--- src/rtl/arbitro_inversor_bytes.sv ---
// Two-port round-robin arbiter in front of a shared byte-reordering engine.
// One registered output stage with valid/ready handshake, requester id tag and delivery counter.
module arbitro_inversor_bytes #(
    parameter int unsigned LARGURA   = 32,
    parameter int unsigned LARG_CONT = 16
) (
    input  logic                 clk,
    input  logic                 rst,
    input  logic                 req0_valido,
    input  logic [1:0]           req0_modo,
    input  logic [LARGURA-1:0]   req0_dado,
    output logic                 req0_pronto,
    input  logic                 req1_valido,
    input  logic [1:0]           req1_modo,
    input  logic [LARGURA-1:0]   req1_dado,
    output logic                 req1_pronto,
    output logic                 saida_valido,
    output logic [LARGURA-1:0]   saida_dado,
    output logic                 saida_id,
    input  logic                 saida_pronto,
    output logic [LARG_CONT-1:0] contagem
);

    localparam int NBYTES = int'(LARGURA / 8);
    localparam int NMEIAS = int'(LARGURA / 16);

    typedef enum logic {StVazio, StCheio} estado_t;

    estado_t              estado_q, estado_d;
    logic [LARGURA-1:0]   dado_q, dado_d;
    logic                 id_q, id_d;
    logic                 prio_q, prio_d;
    logic [LARG_CONT-1:0] cont_q, cont_d;
    logic                 livre, conc0, conc1, entrega;

    function automatic logic [LARGURA-1:0] reordena(input logic [1:0]         modo,
                                                    input logic [LARGURA-1:0] d);
        logic [LARGURA-1:0] r;
        r = d;
        case (modo)
            2'b01: begin
                for (int k = 0; k < NBYTES; k++) begin
                    r[8*k +: 8] = d[8*(NBYTES-1-k) +: 8];
                end
            end
            2'b10: begin
                for (int h = 0; h < NMEIAS; h++) begin
                    r[16*h +: 8]   = d[16*h+8 +: 8];
                    r[16*h+8 +: 8] = d[16*h +: 8];
                end
            end
            2'b11: begin
                for (int h = 0; h < NMEIAS; h++) begin
                    r[16*h +: 16] = d[16*(NMEIAS-1-h) +: 16];
                end
            end
            default: r = d;
        endcase
        return r;
    endfunction

    // Grant is purely combinational; a full register that drains this cycle can refill.
    always_comb begin
        livre   = (estado_q == StVazio) || saida_pronto;
        conc0   = !rst && livre && req0_valido && (!req1_valido || !prio_q);
        conc1   = !rst && livre && req1_valido && (!req0_valido || prio_q);
        entrega = (estado_q == StCheio) && saida_pronto;
    end

    always_comb begin
        estado_d = estado_q;
        dado_d   = dado_q;
        id_d     = id_q;
        prio_d   = prio_q;
        cont_d   = cont_q + LARG_CONT'(entrega);
        if (conc0 || conc1) begin
            dado_d   = conc1 ? reordena(req1_modo, req1_dado) : reordena(req0_modo, req0_dado);
            id_d     = conc1;
            estado_d = StCheio;
            prio_d   = conc0;
        end else if (entrega) begin
            estado_d = StVazio;
        end
    end

    always_ff @(posedge clk) begin
        if (rst) begin
            estado_q <= StVazio;
            dado_q   <= '0;
            id_q     <= 1'b0;
            prio_q   <= 1'b0;
            cont_q   <= '0;
        end else begin
            estado_q <= estado_d;
            dado_q   <= dado_d;
            id_q     <= id_d;
            prio_q   <= prio_d;
            cont_q   <= cont_d;
        end
    end

    assign req0_pronto  = conc0;
    assign req1_pronto  = conc1;
    assign saida_valido = (estado_q == StCheio);
    assign saida_dado   = dado_q;
    assign saida_id     = id_q;
    assign contagem     = cont_q;

endmodule

--- config.mk ---
export PLATFORM = sky130hd
export DESIGN_NAME = arbitro_inversor_bytes
export DESIGN_NICKNAME = d
export VERILOG_FILES = /design/src/rtl/arbitro_inversor_bytes.sv
export SDC_FILE = /design/constraint.sdc
export NUM_CORES = 1
export LEC_CHECK = 0
export CORE_MARGIN = 4
export CORE_UTILIZATION = 45
export DETAILED_ROUTE_END_ITERATION = 16
export PLACE_DENSITY_LB_ADDON = 0.05
export SYNTH_ARGS = -nofsm -noshare
export SYNTH_HDL_FRONTEND = slang
export SYNTH_SLANG_ARGS = --single-unit
--- constraint.sdc ---
create_clock -name clk -period 3.67 [get_ports clk]
set_clock_uncertainty 0.15 [all_clocks]
set_input_delay 0.9175 -clock clk [delete_from_list [all_inputs] [get_ports clk]]
set_output_delay 0.9175 -clock clk [all_outputs]
set_load 0.02 [all_outputs]
==> qor.yml <==
syn_nets: 390
path_class: "in -> out"
cp-start-kind: "input pin"
power_uw: 1450
port_buffers: 124
worst-path-buf-inv: 4
ant_nets: 0
cts_max_level: 2
cts_buffers: 5
slew_headroom_pct: 65.2
drc_errors: 0
netlist_area_um2: 3630
grt_usage_pct: 20.2
cp_cell_sequence: "clkdlybuf4s50_1 > inv_1 > a2111o_1 > inv_1 > dlygate4sd2_1"
avgSynthCellArea_um2: 11.6
final_area_um2: 4970
crit_path_end_kind: "primary output"
synth_top_area_share_pct: 39.7
intPower_uw: 1020
area_growth_pct: 36.9
final_cells: 526
core_um2: 7770
cp_slowest_stage_delay_ns: 0.53
finalNetCount: 499
switching_power_uw: 427
dp_slack_ns: -0.0816
peakVddDrop_v: 0.000142
die_h_um: 97.8
grt_pass1_vias: 3201
maxCapViolations: 0
drt-initial-drc-count: 136
crit_path_frequent_cell: "inv_1"
wl_per_cell_um: 18.5
p_per_area_nw_per_um2: 292
row_count: 32
insertion_delay_ns: 0.31
post-route-period-util_pct: 95.0
critical_path_required_ns: 2.60
worstMarginPinSlew_ns: 0.523
crit_family: "buffers and inverters"
hold_path.class: "reg -> reg"
globalplace.congestion: 0.819
fin_ws_ns: 0.183
min_period_ns: 3.49
start_util_pct: 46.7
yosysMostFrequentCell: "mux4_2"
rsz0062_at_grt: "false"
grt-ovfl-total: 0
syn-instance-count: 314
p_leak_uw: 0.00175
async_reset_ff_share_pct: 0
clock-sinks: 51
dpl.hpwl_um: 7520
final_hold_viol_count: 0
diodes: 0
cts_hold_buffers: 0
synth-seq-cells: 51
synth.top_cells.by_count: "mux4_2, dfxtp_1, nor2_1, nor3_1, o22ai_1"
die_area_um2: 9570
crit_arrival_ns: 2.42
synth_ff_type: "dfxtp_1"
ys_seq_area_share_pct: 28.1
wl_um: 9740
dr.pass1.iters: 4
synth_edf_count: 0
clkPwrFrac_pct: 23.7
synthTopCellsByArea: "mux4_2, dfxtp_1, o22ai_1, nor2_1, nor3_1"
antenna_found_initial: 0
seq_power_share_pct: 42.0
io_pins: 125
clkTransAtPathRegs_ns: 0.09
outcome: "completed"
swShare_pct: 29.4
ys_types: 28
postPlaceCellArea_um2: 4870
die_w_um: 97.8
yosys.area.top_type: "mux4_2"
cts-root-buf: "clkbuf_8"
cpMaxStageDelayCell: "clkdlybuf4s50_1"
yosysWarnings: 0
worstPathMaxFanout: 4
post-cts-setup-buffer-count: 0
combPwrFrac_pct: 34.3
grt_pass1_wl_um: 15900
dpl.cell_count: 518
fmax_mhz: 287
setup_viol: 0
vias: 3181
clk_path_buf_depth: 2
layout-drive-gt1-share_pct: 20.5
drt-vias-per-instance: 6.05
grt_max_degree: 46
final_max_slew_viol_count: 0
tritoncts: "done"
-- tightest hold or removal path: stages (launching register included) --
cell and delay [ns]:
dfxtp_1 0.32, o21ai_0 0.07, a21oi_1 0.06
-- stage by stage --
stage,hold WS (ns),utilization (%),TNS (ns)
final,0.336,64.0,0
after global routing,0.365,64.0,0
after CTS,0.341,64.0,0
after detailed placement,0.327,62.7,-0.0816
after global placement,0.317,62.7,-0.0802
after floorplan,0.313,-,0
-- cells in the final DEF, fill, tap and decap left out --
cell,instances
a21oi_1,4
buf_2,3
a2111o_1,1
nand4b_1,1
nand2b_1,2
o21ai_0,2
nand4_1,7
o22ai_1,32
nor2b_1,3
xor2_1,12
mux4_2,64
nand2_1,3
dfxtp_1,51
clkbuf_8,6
clkdlybuf4s50_1,119
nor3_4,1
dlymetal6s2s_1,1
buf_4,8
ha_1,3
nor3_1,32
clkinv_4,1
nor2_1,46
buf_12,3
a311oi_1,1
and4_1,4
inv_1,3
and2_1,2
nand3_1,5
dlygate4sd2_1,1
xnor2_1,1
clkinvlp_4,1
or3_1,1
-- power by group through the flow --
stage / logic (uW) / clock network [uW] / registers [uW]
after floorplan: 252 / 0 / 661
after global placement: 493 / 0 / 623
after detailed placement: 500 / 0 / 624
after CTS: 501 / 354 / 611
after global routing: 534 / 374 / 615
final: 498 / 344 / 610
-- metal layers --
metal	up-vias	GRT usage (%)	part of all wire (%)
li1	1463	-	-
met1	1579	27.6	42
met2	125	32.8	48
met3	14	4.36	7.0
met4	0	5.86	2.2
met5	-	0	0
-- layout make-up --
| cell class | count | area (um2) |
|---|---|---|
| Fill cell | 646 | 2800 |
| Multi-Input combinational cell | 227 | 2370 |
| Timing Repair Buffer | 135 | 1350 |
| Sequential cell | 51 | 1020 |
| Tap cell | 102 | 128 |
| Clock buffer | 6 | 82.6 |
| Clock inverter | 2 | 16.3 |
| Inverter | 3 | 11.3 |
-- worst paths after layout --
path | start | end | slack, ns | cells after the start
max | req0_valido | req0_pronto | 0.18 | 5
min | saida_id | saida_id | 0.34 | 2
max reg2reg | saida_valido | contagem[12] | 1.67 | 7
min reg2reg | saida_id | saida_id | 0.34 | 2
-- cell families after synthesis --
group,after synthesis,synth area share (%)
compound gates,40,6.89
xor+xnor,13,3.14
fa+ha+maj,3,1.03
buf+inv,36,6.89
flops,51,28.1
mux,64,39.7
simple gates,107,14.2
-- registers in the layout (all words and copies together), names as in the netlist --
signal,count
saida_valido,1
prio_q,1
saida_dado,32
contagem,16
saida_id,1
-- repair_timing --
| action | in CTS | in global routing |
|---|---|---|
| setup endpoints to repair | 1 | 1 |
| gates resized for setup | 1 | 1 |
| pin swaps | 0 | 1 |
(Power assumes the default switching activity.)
